==> src/rtl/pe_ctrl_pkg.sv <==
// Shared types and encodings for the integer-ME PE array schedule controller.
// Optional build macro used by the controller: PE_CTRL_STALL_EN.
package pe_ctrl_pkg;

    typedef enum logic [1:0] {
        IDLE = 2'd0,
        LOAD = 2'd1,
        SCAN = 2'd2,
        DONE = 2'd3
    } state_t;

    typedef enum logic {
        COARSE = 1'b0,
        FINE   = 1'b1
    } mode_t;

    localparam int COARSE_PASSES = 2;
    localparam int FINE_PASSES   = 4;

    // Coarse-mode abs_control: MSB selects CB pair, LSB selects accumulate.
    localparam logic [1:0] ABS_P12_SHIFT = 2'd0;
    localparam logic [1:0] ABS_P12_ACC   = 2'd1;
    localparam logic [1:0] ABS_P34_SHIFT = 2'd2;
    localparam logic [1:0] ABS_P34_ACC   = 2'd3;

endpackage

==> src/rtl/pe_row_decode.sv <==
// Combinational row-pattern decoder: (mode, pass, row) -> PE array control bits.
module pe_row_decode
    import pe_ctrl_pkg::*;
#(
    parameter int ROW_W     = 7,
    parameter int PRELOAD   = 8,
    parameter int ALT_END   = 34,
    parameter int FINE_FILL = 4
) (
    input  logic             fine_mode,
    input  logic [1:0]       pass,
    input  logic [ROW_W-1:0] row,
    output logic             cb_select,
    output logic [1:0]       abs_control,
    output logic             change_ref,
    output logic             ref_input_control
);

    localparam logic [ROW_W-1:0] PRELOAD_ROW = ROW_W'(PRELOAD);
    localparam logic [ROW_W-1:0] ALT_END_ROW = ROW_W'(ALT_END);
    localparam logic [ROW_W-1:0] FILL_ROW    = ROW_W'(FINE_FILL);

    logic acc_bit;
    logic coarse_cr;

    always_comb begin
        acc_bit   = 1'b1;
        coarse_cr = 1'b1;
        if (row < PRELOAD_ROW) begin
            acc_bit   = 1'b0;
            coarse_cr = 1'b1;
        end else if (row < ALT_END_ROW) begin
            // Even rows accumulate, odd rows shift in the next reference row.
            acc_bit   = ~row[0];
            coarse_cr = row[0];
        end
    end

    always_comb begin
        cb_select         = 1'b0;
        abs_control       = ABS_P12_SHIFT;
        change_ref        = 1'b1;
        ref_input_control = 1'b1;
        if (fine_mode) begin
            cb_select         = 1'b0;
            abs_control       = pass;
            change_ref        = 1'b1;
            ref_input_control = (row < FILL_ROW);
        end else begin
            cb_select         = ~pass[0];
            if (pass[0]) begin
                abs_control = acc_bit ? ABS_P34_ACC : ABS_P34_SHIFT;
            end else begin
                abs_control = acc_bit ? ABS_P12_ACC : ABS_P12_SHIFT;
            end
            change_ref        = coarse_cr;
            ref_input_control = 1'b1;
        end
    end

endmodule

==> src/rtl/pe_array_sched_ctrl.sv <==
// Schedule controller: loads the CU, then sweeps search columns in coarse/fine modes.
// Optional macro PE_CTRL_STALL_EN adds ref_valid to stall the sweep.
module pe_array_sched_ctrl
    import pe_ctrl_pkg::*;
#(
    parameter int LOAD_CYCLES = 64,
    parameter int SR_COLS     = 24,
    parameter int FINE_LO     = 8,
    parameter int FINE_HI     = 15,
    parameter int COARSE_ROWS = 38,
    parameter int PRELOAD     = 8,
    parameter int ALT_END     = 34,
    parameter int FINE_ROWS   = 21,
    parameter int FINE_FILL   = 4,
    parameter int ROW_W       = 7,
    parameter int COL_W       = 5
) (
    input  logic             clk,
    input  logic             rst_n,
    input  logic             start,
    input  logic             abort,
`ifdef PE_CTRL_STALL_EN
    input  logic             ref_valid,
`endif
    output logic             in_curr_enable,
    output logic             cb_select,
    output logic [1:0]       abs_control,
    output logic             change_ref,
    output logic             ref_input_control,
    output logic             step_valid,
    output logic [COL_W-1:0] search_col,
    output logic [ROW_W-1:0] search_row,
    output logic             busy,
    output logic             done
);

    localparam int LOAD_W = (LOAD_CYCLES > 1) ? $clog2(LOAD_CYCLES) : 1;
    localparam logic [LOAD_W-1:0] LOAD_LAST = LOAD_W'(LOAD_CYCLES - 1);
    localparam logic [LOAD_W-1:0] LOAD_HALF = LOAD_W'(LOAD_CYCLES / 2);
    localparam logic [COL_W-1:0]  COL_LAST  = COL_W'(SR_COLS - 1);
    localparam logic [COL_W-1:0]  COL_FLO   = COL_W'(FINE_LO);
    localparam logic [COL_W-1:0]  COL_FHI   = COL_W'(FINE_HI);
    localparam logic [ROW_W-1:0]  CROW_LAST = ROW_W'(COARSE_ROWS - 1);
    localparam logic [ROW_W-1:0]  FROW_LAST = ROW_W'(FINE_ROWS - 1);
    localparam logic [1:0]        CPASS_LAST = 2'(COARSE_PASSES - 1);
    localparam logic [1:0]        FPASS_LAST = 2'(FINE_PASSES - 1);

    state_t            state_q, state_d;
    logic [LOAD_W-1:0] load_cnt_q, load_cnt_d;
    logic [COL_W-1:0]  col_q, col_d;
    logic [1:0]        pass_q, pass_d;
    logic [ROW_W-1:0]  row_q, row_d;

    logic             in_curr_enable_q, in_curr_enable_d;
    logic             cb_select_q, cb_select_d;
    logic [1:0]       abs_control_q, abs_control_d;
    logic             change_ref_q, change_ref_d;
    logic             ref_input_control_q, ref_input_control_d;
    logic             step_valid_q, step_valid_d;
    logic [COL_W-1:0] search_col_q, search_col_d;
    logic [ROW_W-1:0] search_row_q, search_row_d;
    logic             busy_q, busy_d;
    logic             done_q, done_d;

    logic adv_ok;
`ifdef PE_CTRL_STALL_EN
    assign adv_ok = ref_valid;
`else
    assign adv_ok = 1'b1;
`endif

    mode_t      mode;
    logic       dec_cb;
    logic [1:0] dec_abs;
    logic       dec_cr;
    logic       dec_ric;
    logic [ROW_W-1:0] row_last;
    logic [1:0]       pass_last;

    assign mode      = (col_q < COL_FLO || col_q > COL_FHI) ? COARSE : FINE;
    assign row_last  = (mode == FINE) ? FROW_LAST : CROW_LAST;
    assign pass_last = (mode == FINE) ? FPASS_LAST : CPASS_LAST;

    pe_row_decode #(
        .ROW_W     (ROW_W),
        .PRELOAD   (PRELOAD),
        .ALT_END   (ALT_END),
        .FINE_FILL (FINE_FILL)
    ) u_row_decode (
        .fine_mode         (mode == FINE),
        .pass              (pass_q),
        .row               (row_q),
        .cb_select         (dec_cb),
        .abs_control       (dec_abs),
        .change_ref        (dec_cr),
        .ref_input_control (dec_ric)
    );

    always_comb begin
        state_d             = state_q;
        load_cnt_d          = load_cnt_q;
        col_d               = col_q;
        pass_d              = pass_q;
        row_d               = row_q;
        in_curr_enable_d    = 1'b0;
        cb_select_d         = 1'b1;
        abs_control_d       = 2'd0;
        change_ref_d        = 1'b0;
        ref_input_control_d = 1'b0;
        step_valid_d        = 1'b0;
        search_col_d        = '0;
        search_row_d        = '0;
        busy_d              = 1'b0;
        done_d              = 1'b0;

        if (abort) begin
            state_d    = IDLE;
            load_cnt_d = '0;
            col_d      = '0;
            pass_d     = '0;
            row_d      = '0;
        end else begin
            unique case (state_q)
                IDLE: begin
                    if (start) begin
                        state_d    = LOAD;
                        load_cnt_d = '0;
                    end
                end
                LOAD: begin
                    in_curr_enable_d = 1'b1;
                    busy_d           = 1'b1;
                    cb_select_d      = (load_cnt_q < LOAD_HALF);
                    if (load_cnt_q == LOAD_LAST) begin
                        state_d    = SCAN;
                        load_cnt_d = '0;
                        col_d      = '0;
                        pass_d     = '0;
                        row_d      = '0;
                    end else begin
                        load_cnt_d = load_cnt_q + 1'b1;
                    end
                end
                SCAN: begin
                    busy_d = 1'b1;
                    if (adv_ok) begin
                        step_valid_d        = 1'b1;
                        search_col_d        = col_q;
                        search_row_d        = row_q;
                        cb_select_d         = dec_cb;
                        abs_control_d       = dec_abs;
                        change_ref_d        = dec_cr;
                        ref_input_control_d = dec_ric;
                        if (row_q != row_last) begin
                            row_d = row_q + 1'b1;
                        end else begin
                            row_d = '0;
                            if (pass_q != pass_last) begin
                                pass_d = pass_q + 1'b1;
                            end else begin
                                pass_d = '0;
                                if (col_q == COL_LAST) begin
                                    col_d   = '0;
                                    state_d = DONE;
                                end else begin
                                    col_d = col_q + 1'b1;
                                end
                            end
                        end
                    end else begin
                        // Stalled: keep the array pointed at the last step.
                        cb_select_d   = cb_select_q;
                        abs_control_d = abs_control_q;
                        search_col_d  = search_col_q;
                        search_row_d  = search_row_q;
                    end
                end
                DONE: begin
                    done_d  = 1'b1;
                    state_d = IDLE;
                end
                default: state_d = IDLE;
            endcase
        end
    end

    always_ff @(posedge clk or negedge rst_n) begin
        if (!rst_n) begin
            state_q             <= IDLE;
            load_cnt_q          <= '0;
            col_q               <= '0;
            pass_q              <= '0;
            row_q               <= '0;
            in_curr_enable_q    <= 1'b0;
            cb_select_q         <= 1'b1;
            abs_control_q       <= 2'd0;
            change_ref_q        <= 1'b0;
            ref_input_control_q <= 1'b0;
            step_valid_q        <= 1'b0;
            search_col_q        <= '0;
            search_row_q        <= '0;
            busy_q              <= 1'b0;
            done_q              <= 1'b0;
        end else begin
            state_q             <= state_d;
            load_cnt_q          <= load_cnt_d;
            col_q               <= col_d;
            pass_q              <= pass_d;
            row_q               <= row_d;
            in_curr_enable_q    <= in_curr_enable_d;
            cb_select_q         <= cb_select_d;
            abs_control_q       <= abs_control_d;
            change_ref_q        <= change_ref_d;
            ref_input_control_q <= ref_input_control_d;
            step_valid_q        <= step_valid_d;
            search_col_q        <= search_col_d;
            search_row_q        <= search_row_d;
            busy_q              <= busy_d;
            done_q              <= done_d;
        end
    end

    assign in_curr_enable    = in_curr_enable_q;
    assign cb_select         = cb_select_q;
    assign abs_control       = abs_control_q;
    assign change_ref        = change_ref_q;
    assign ref_input_control = ref_input_control_q;
    assign step_valid        = step_valid_q;
    assign search_col        = search_col_q;
    assign search_row        = search_row_q;
    assign busy              = busy_q;
    assign done              = done_q;

endmodule

==> config.mk <==
export PLATFORM = sky130hd
export DESIGN_NAME = pe_array_sched_ctrl
export DESIGN_NICKNAME = d
export VERILOG_FILES = /design/src/rtl/pe_ctrl_pkg.sv /design/src/rtl/pe_row_decode.sv /design/src/rtl/pe_array_sched_ctrl.sv
export SDC_FILE = /design/constraint.sdc
export NUM_CORES = 1
export LEC_CHECK = 0
export BUFFER_PORTS_ARGS = -buffer_cell sky130_fd_sc_hd__buf_2
export CAP_MARGIN = 20
export CORE_UTILIZATION = 30
export DETAILED_ROUTE_END_ITERATION = 10
export SYNTH_ARGS = -nofsm -noshare
export SYNTH_HDL_FRONTEND = slang
export SYNTH_SLANG_ARGS = --single-unit
export TNS_END_PERCENT = 20
==> constraint.sdc <==
create_clock -name clk -period 6.77 [get_ports clk]
set_clock_uncertainty 0.15 [all_clocks]
set_input_delay 1.0155 -clock clk [delete_from_list [all_inputs] [get_ports clk]]
set_output_delay 1.0155 -clock clk [all_outputs]
set_load 0.01 [all_outputs]
Yosys cells after proc, flatten, opt, wreduce, memory -nomap -nowiden
Cells that the tools add are included.
{"block": "totals", "output_inout_bits": 21, "reg_bits": 43, "input_bits": 4}
{"block": "classes", "eq_ne": 12, "n_addsub": 4, "order_cmp": 6, "n_reduce_logical": 10, "bitwise_logic": 2, "muxes": 59}
{"operator": "$mux 5", "n": 7}
{"operator": "$mux 7", "n": 5}
{"operator": "$mux 2", "n": 15}
{"operator": "$mux 6", "n": 4}
{"operator": "$mux 1", "n": 22}
{"operator": "$ne 3x3->1 const B", "n": 5}
{"operator": "$pmux 7 s2", "n": 1}
{"operator": "$pmux 6 s2", "n": 1}
{"operator": "$pmux 5 s2", "n": 1}
{"operator": "$pmux 2 s4", "n": 1}
{"operator": "$add 7x1->7 const B", "n": 1}
{"operator": "$lt 7x3->1 const B", "n": 1}
{"operator": "$lt 7x4->1 const B", "n": 1}
{"operator": "$lt 7x6->1 const B", "n": 1}
{"operator": "$ne 7x6->1", "n": 1}
{"operator": "$add 6x1->6 const B", "n": 1}
{"operator": "$eq 6x6->1 const B", "n": 1}
{"operator": "$lt 6x6->1 const B", "n": 1}
{"operator": "$reduce_bool 3->1", "n": 2}
{"operator": "$add 5x1->5 const B", "n": 1}
{"operator": "$eq 5x5->1 const B", "n": 1}
{"operator": "$gt 5x4->1 const B", "n": 1}
{"operator": "$lt 5x4->1 const B", "n": 1}
{"operator": "$reduce_and 5->1", "n": 1}
{"operator": "other kinds (13)", "n": 16}

Logic depth before layout (Yosys ltp)
{"block": "logic_depth", "word_depth": 8, "ltp_mapped": 8, "mapped_depth_nobuf": 8}

Modules after synthesis
A second synthesis with hierarchy kept.
{"block": "hier_totals", "hier_cells": 216, "area_unflattened_um2": 2243.4}
{"module": "pe_array_sched_ctrl", "area_per_inst_um2": 2164.6, "seq_area_each_um2": 1077.3, "instances": 1, "cells_per_inst": 204}
{"module": "pe_row_decode", "area_per_inst_um2": 78.8, "seq_area_each_um2": 0.0, "instances": 1, "cells_per_inst": 12}

Worst setup path after synthesis
No wires, ideal clock.
{"block": "synth_timing", "kind": "register to register", "from": "register col_q[0]", "to": "register state_q[1]", "path_slack_ns": 4.323, "arrival_time_ns": 2.169, "setup_ns": 0.128, "t_required_ns": 6.492, "path_stages_with_launch": 9, "path_buffers": 0, "synth_period_minus_slack_ns": 2.447, "path_cell_list": "dfrtp_1 > ha_1 > and3_1 > ha_1 > mux2_4 > a211oi_2 > o21ai_2 > o31ai_2 > mux2_1"}
{"block": "synth_via", "elab_chain_len": 6}
{"item": "start: declaration", "line": "pe_array_sched_ctrl.sv:50", "text": "logic [COL_W-1:0] col_q, col_d;"}
{"item": "start signal: assignment", "line": "pe_array_sched_ctrl.sv:207", "text": "col_q <= col_d;"}
{"item": "$lt 5x4->1 / $gt 5x4->1 (equally long branches)", "line": "pe_array_sched_ctrl.sv:80", "text": "assign mode = (col_q < COL_FLO || col_q > COL_FHI) ? COARSE : FINE;"}
{"item": "$logic_or 1x1->1", "line": "pe_array_sched_ctrl.sv:80"}
{"item": "$mux 6 / $mux 2 (equally long branches)", "line": "pe_array_sched_ctrl.sv:81, pe_array_sched_ctrl.sv:82"}
{"item": "$ne 7x6->1 / $ne 2x2->1 (equally long branches)", "line": "pe_array_sched_ctrl.sv:154, pe_array_sched_ctrl.sv:158"}
{"item": "$ne 3x3->1 (no source line)"}
{"item": "$reduce_and 5->1 (no source line) (*)"}
{"item": "end signal: assignment", "line": "pe_array_sched_ctrl.sv:205", "text": "state_q <= state_d;"}
{"item": "end: declaration", "line": "pe_array_sched_ctrl.sv:48", "text": "state_t state_q, state_d;"}
Every way passes the cells marked *; elsewhere a longest branch is shown, timed or not.
A chain may end at the register's enable or synchronous reset.

Worst setup path in the final report
{"block": "layout_timing", "from": "input port abort", "to": "register col_q[2]"}
{"block": "layout_via", "elab_chain_len": 2}
{"item": "start: declaration", "line": "pe_array_sched_ctrl.sv:21", "text": "input logic abort,"}
{"item": "$ne 3x3->1 (no source line) / $reduce_bool 3->1 (equally long branches)"}
{"item": "$reduce_and 4->1 (no source line)"}
Several ways; a longest one is shown, not always the timed one.

==> results list <==
- The run finished with clean final reports.
* Period utilization: 39.1%
- The cell count after synthesis came out at 219.
* Transition time at the pin with the least slew margin: 982 ps
- In this run the static leakage power is 1.15 nW.
* Residual DRC count: 0
- Area Overhead vs Synth: 13.2%
- Total number of H-tree levels: 2
* Syn nets: 231
* Data arrival at the endpoint of the critical path: 2730 ps
- Fin. Hold Viols: 0
* RR Endpoint: state_q[1]
- The number of global-route vias before repair is 1,586.
* Chip height: 87.2 um
- Fill count: 721
- Hold-fix buffers at CTS: 0
- The critical path ends at col_q[2].
* Number of buffers inserted by port buffering: 24
- Yosys mapped a number of flops with a built-in enable equal to 0.
* Total core area: 0.00691 mm^2
- The pre-antenna-repair detailed-routing pass consisted of 4 iterations.
- For the finished layout, the period the worst path requires is 2650 ps.
- The die covers 0.00761 mm^2.
- Initial antenna violation count: 0
- Max-slew violation count: 0
- For this run the aggregate overflow at the end of global routing stands at 0.
- Clock-pin slew on the worst setup and hold paths: 80 ps
* Routed vias: 1,657
- Launch point of the worst path: abort
- Sequential area share after synthesis: 49.5%
- The worst hold path passes through 2 cells.
- Maximum number of pins on one net before global-route repair: 44
- Using the TritonRoute via totals, the vias-per-cell ratio works out to 4.89.
- Most frequent standard cell in the layout excluding fill and tap cells: sky130_fd_sc_hd__dfrtp_1
* Worst vdd ir: 0.0691 mV
* Count of nets left with antenna violations after detail routing: 0
- Most instantiated flip-flop cell in the synthesis netlist: sky130_fd_sc_hd__dfrtp_1
- The first global-routing pass estimated 7380 um of wire.
- RSZ-0062 raised after global routing: no
- The tool flagged a number of max-cap violations equal to 0.
- DP Wirelength: 3140 um
- Library cell with the largest summed area after synthesis: sky130_fd_sc_hd__dfrtp_1
* Number of setup buffers added after CTS: 0
- Fraction of synthesis flops using an asynchronous set or reset pin: 100%
* Cell variety after synth: 50
- Overall die width: 87.2 um
- The worst setup path is of the in -> reg kind.
- The Yosys step of the flow raised 0 warnings.
* Final standard cell utilization of the core: 35.7%
- Total Wirelength: 4390 um
* CP startpoint kind: primary input
- Share of cells above drive strength 1: 18.9%
- All-layer global routing usage: 12.5%
- Once the floorplan was initialized, standard cells occupied 31.5% of the core.
- Longest Clk Path Bufs: 2
* Crit Path Max Fanout: 16
- Leaving out fill and tap cells, the most frequent cells in the layout are 42 x sky130_fd_sc_hd__dfrtp_1, 26 x sky130_fd_sc_hd__nand2_1, 24 x sky130_fd_sc_hd__buf_2, 14 x sky130_fd_sc_hd__o21ai_0, 12 x sky130_fd_sc_hd__and2_1.
- Violation count after the first detailed-routing iteration: 56
- Number of top-level pins: 25
- The later pin in the worst-skew pair is clocked with a latency of 290 ps.
- Pwr/cell area: 236 mW/mm^2
- Share of Yosys cell area claimed by the top area cell type: 48.2%
- Row cnt: 30
- Setup violations remaining at the end of the flow were counted as 0.
- The root buffer cell chosen for the clock tree is sky130_fd_sc_hd__clkbuf_8.
- After synthesis, the cell types taking the most area are sky130_fd_sc_hd__dfrtp_1 48%, sky130_fd_sc_hd__ha_1 4.6%, sky130_fd_sc_hd__nand2_1 4.5%, sky130_fd_sc_hd__and2_1 3.4%, sky130_fd_sc_hd__o21ai_0 3.2%.
- Static timing analysis puts the maximum clock frequency at 0.378 GHz.
- Synthesized area divided by synthesized cell count: 9.95 um^2
- TritonCTS clock tree: done
- The worst register-to-register path begins at col_q[0].
- In the final design database the tool counted 254 nets.
* #FFs+latches synth: 43
- Global placement routability congestion: 0.759
- Depth of the worst register-to-register path: 8
* Type of the tightest min-delay check: reg -> reg
- Register-to-register setup slack: 4140 ps
- Crit. End Element: flop
* Number of sinks on the clock net: 43
- Post-synthesis instance area: 0.00218 mm^2
* Cts bufs inserted: 5
- STA puts the critical path data required time at 6850 ps.
- The number of antenna diodes in the final layout is 0.
- For the final routed database, the setup TNS stands at 0 ps.
- Routed WL per cell: 12.9 um
- In this run the tightest slew margin relative to its limit is 34.5%.
* Post-CTS Resized: 0
-- stage by stage --
step	hold slack, ps	instances	setup slack [ps]	total power [mW]	area (um^2)
6_report	379	339	4120	0.581	2460
5_1_grt	422	339	3920	0.621	2460
4_1_cts	383	339	4100	0.591	2460
3_5_place_dp	364	331	3830	0.430	2380
3_3_place_gp	351	331	3930	0.426	2380
2_1_floorplan	326	219	4320	0.392	2180
-- report_power, final --
group	total [mW]	internal [mW]	switching (mW)
Clock	0.157	0.0706	0.0859
Sequential	0.288	0.275	0.0135
Combinational	0.136	0.0498	0.0866
-- cells by family (layout without fill, tap and decap cells) --
logic type / count (synthesis) / count (layout) / synth area share, %
multiplexers: 5 / 5 / 2.64
adder cells (fa/ha/maj): 8 / 8 / 4.60
AO/OA/AOI/OAI: 49 / 49 / 15.5
flip-flops: 43 / 43 / 49.5
buffers and inverters: 18 / 42 / 3.45
AND/OR/NAND/NOR: 96 / 96 / 24.4
-- worst min path at each step --
stage / slack (ps) / end / from
6_report: 380 / load_cnt_q[1] / load_cnt_q[1]
5_1_grt: 420 / load_cnt_q[1] / load_cnt_q[1]
4_1_cts: 380 / load_cnt_q[1] / load_cnt_q[1]
3_5_place_dp: 360 / load_cnt_q[1] / load_cnt_q[1]
3_3_place_gp: 350 / load_cnt_q[1] / load_cnt_q[1]
2_1_floorplan: 330 / load_cnt_q[1] / load_cnt_q[1]
-- Yosys cell counts, drive strengths merged, types with 3 or more instances --
cell type  count
nor3           7
nor2          11
a21oi         11
inv           10
mux2           3
or4            3
and2          12
o31ai          3
dfrtp         42
o21ai         17
nand3          9
nand2         26
nor2b          4
buf            6
nand2b         8
ha             8
nor4           4
a21o           3
-- sequential cells by signal, indices dropped and copies added (netlist names) --
| name | cells |
|---|---|
| step_valid | 1 |
| load_cnt_q | 6 |
| row_q | 7 |
| done | 1 |
| abs_control | 2 |
| ref_input_control | 1 |
| cb_select | 1 |
| change_ref | 1 |
| search_row | 7 |
| col_q | 5 |
| busy | 1 |
| state_q | 2 |
| search_col | 5 |
| in_curr_enable | 1 |
| pass_q | 2 |
-- area by class of cell --
type                    instances  area (um^2)  share of cell area [%]
clock buffers                   5         68.8                    2.79
clock inverters                 3         15.0                   0.609
inverters                      10         37.5                    1.52
multi-input cells             158         1030                    41.6
flip-flops and latches         43         1080                    43.7
well taps                      96          120                    4.87
repair buffers                 24          120                    4.87
-- critical path, stage by stage --
cell,delay (ps)
sky130_fd_sc_hd__buf_2,160
sky130_fd_sc_hd__nand2b_1,350
sky130_fd_sc_hd__inv_1,410
sky130_fd_sc_hd__nand2_1,200
sky130_fd_sc_hd__or4_1,500
sky130_fd_sc_hd__nand3_1,90
-- per-layer routing --
| layer | track usage (%) | part of all wire (%) | up-vias |
|---|---|---|---|
| met5 | 0 | 0 | - |
| met4 | 5.07 | 1.4 | 0 |
| met3 | 3.60 | 4.6 | 6 |
| met2 | 21.5 | 48 | 34 |
| met1 | 14.8 | 46 | 796 |
| li1 | - | - | 821 |
(Power assumes the default switching activity.)
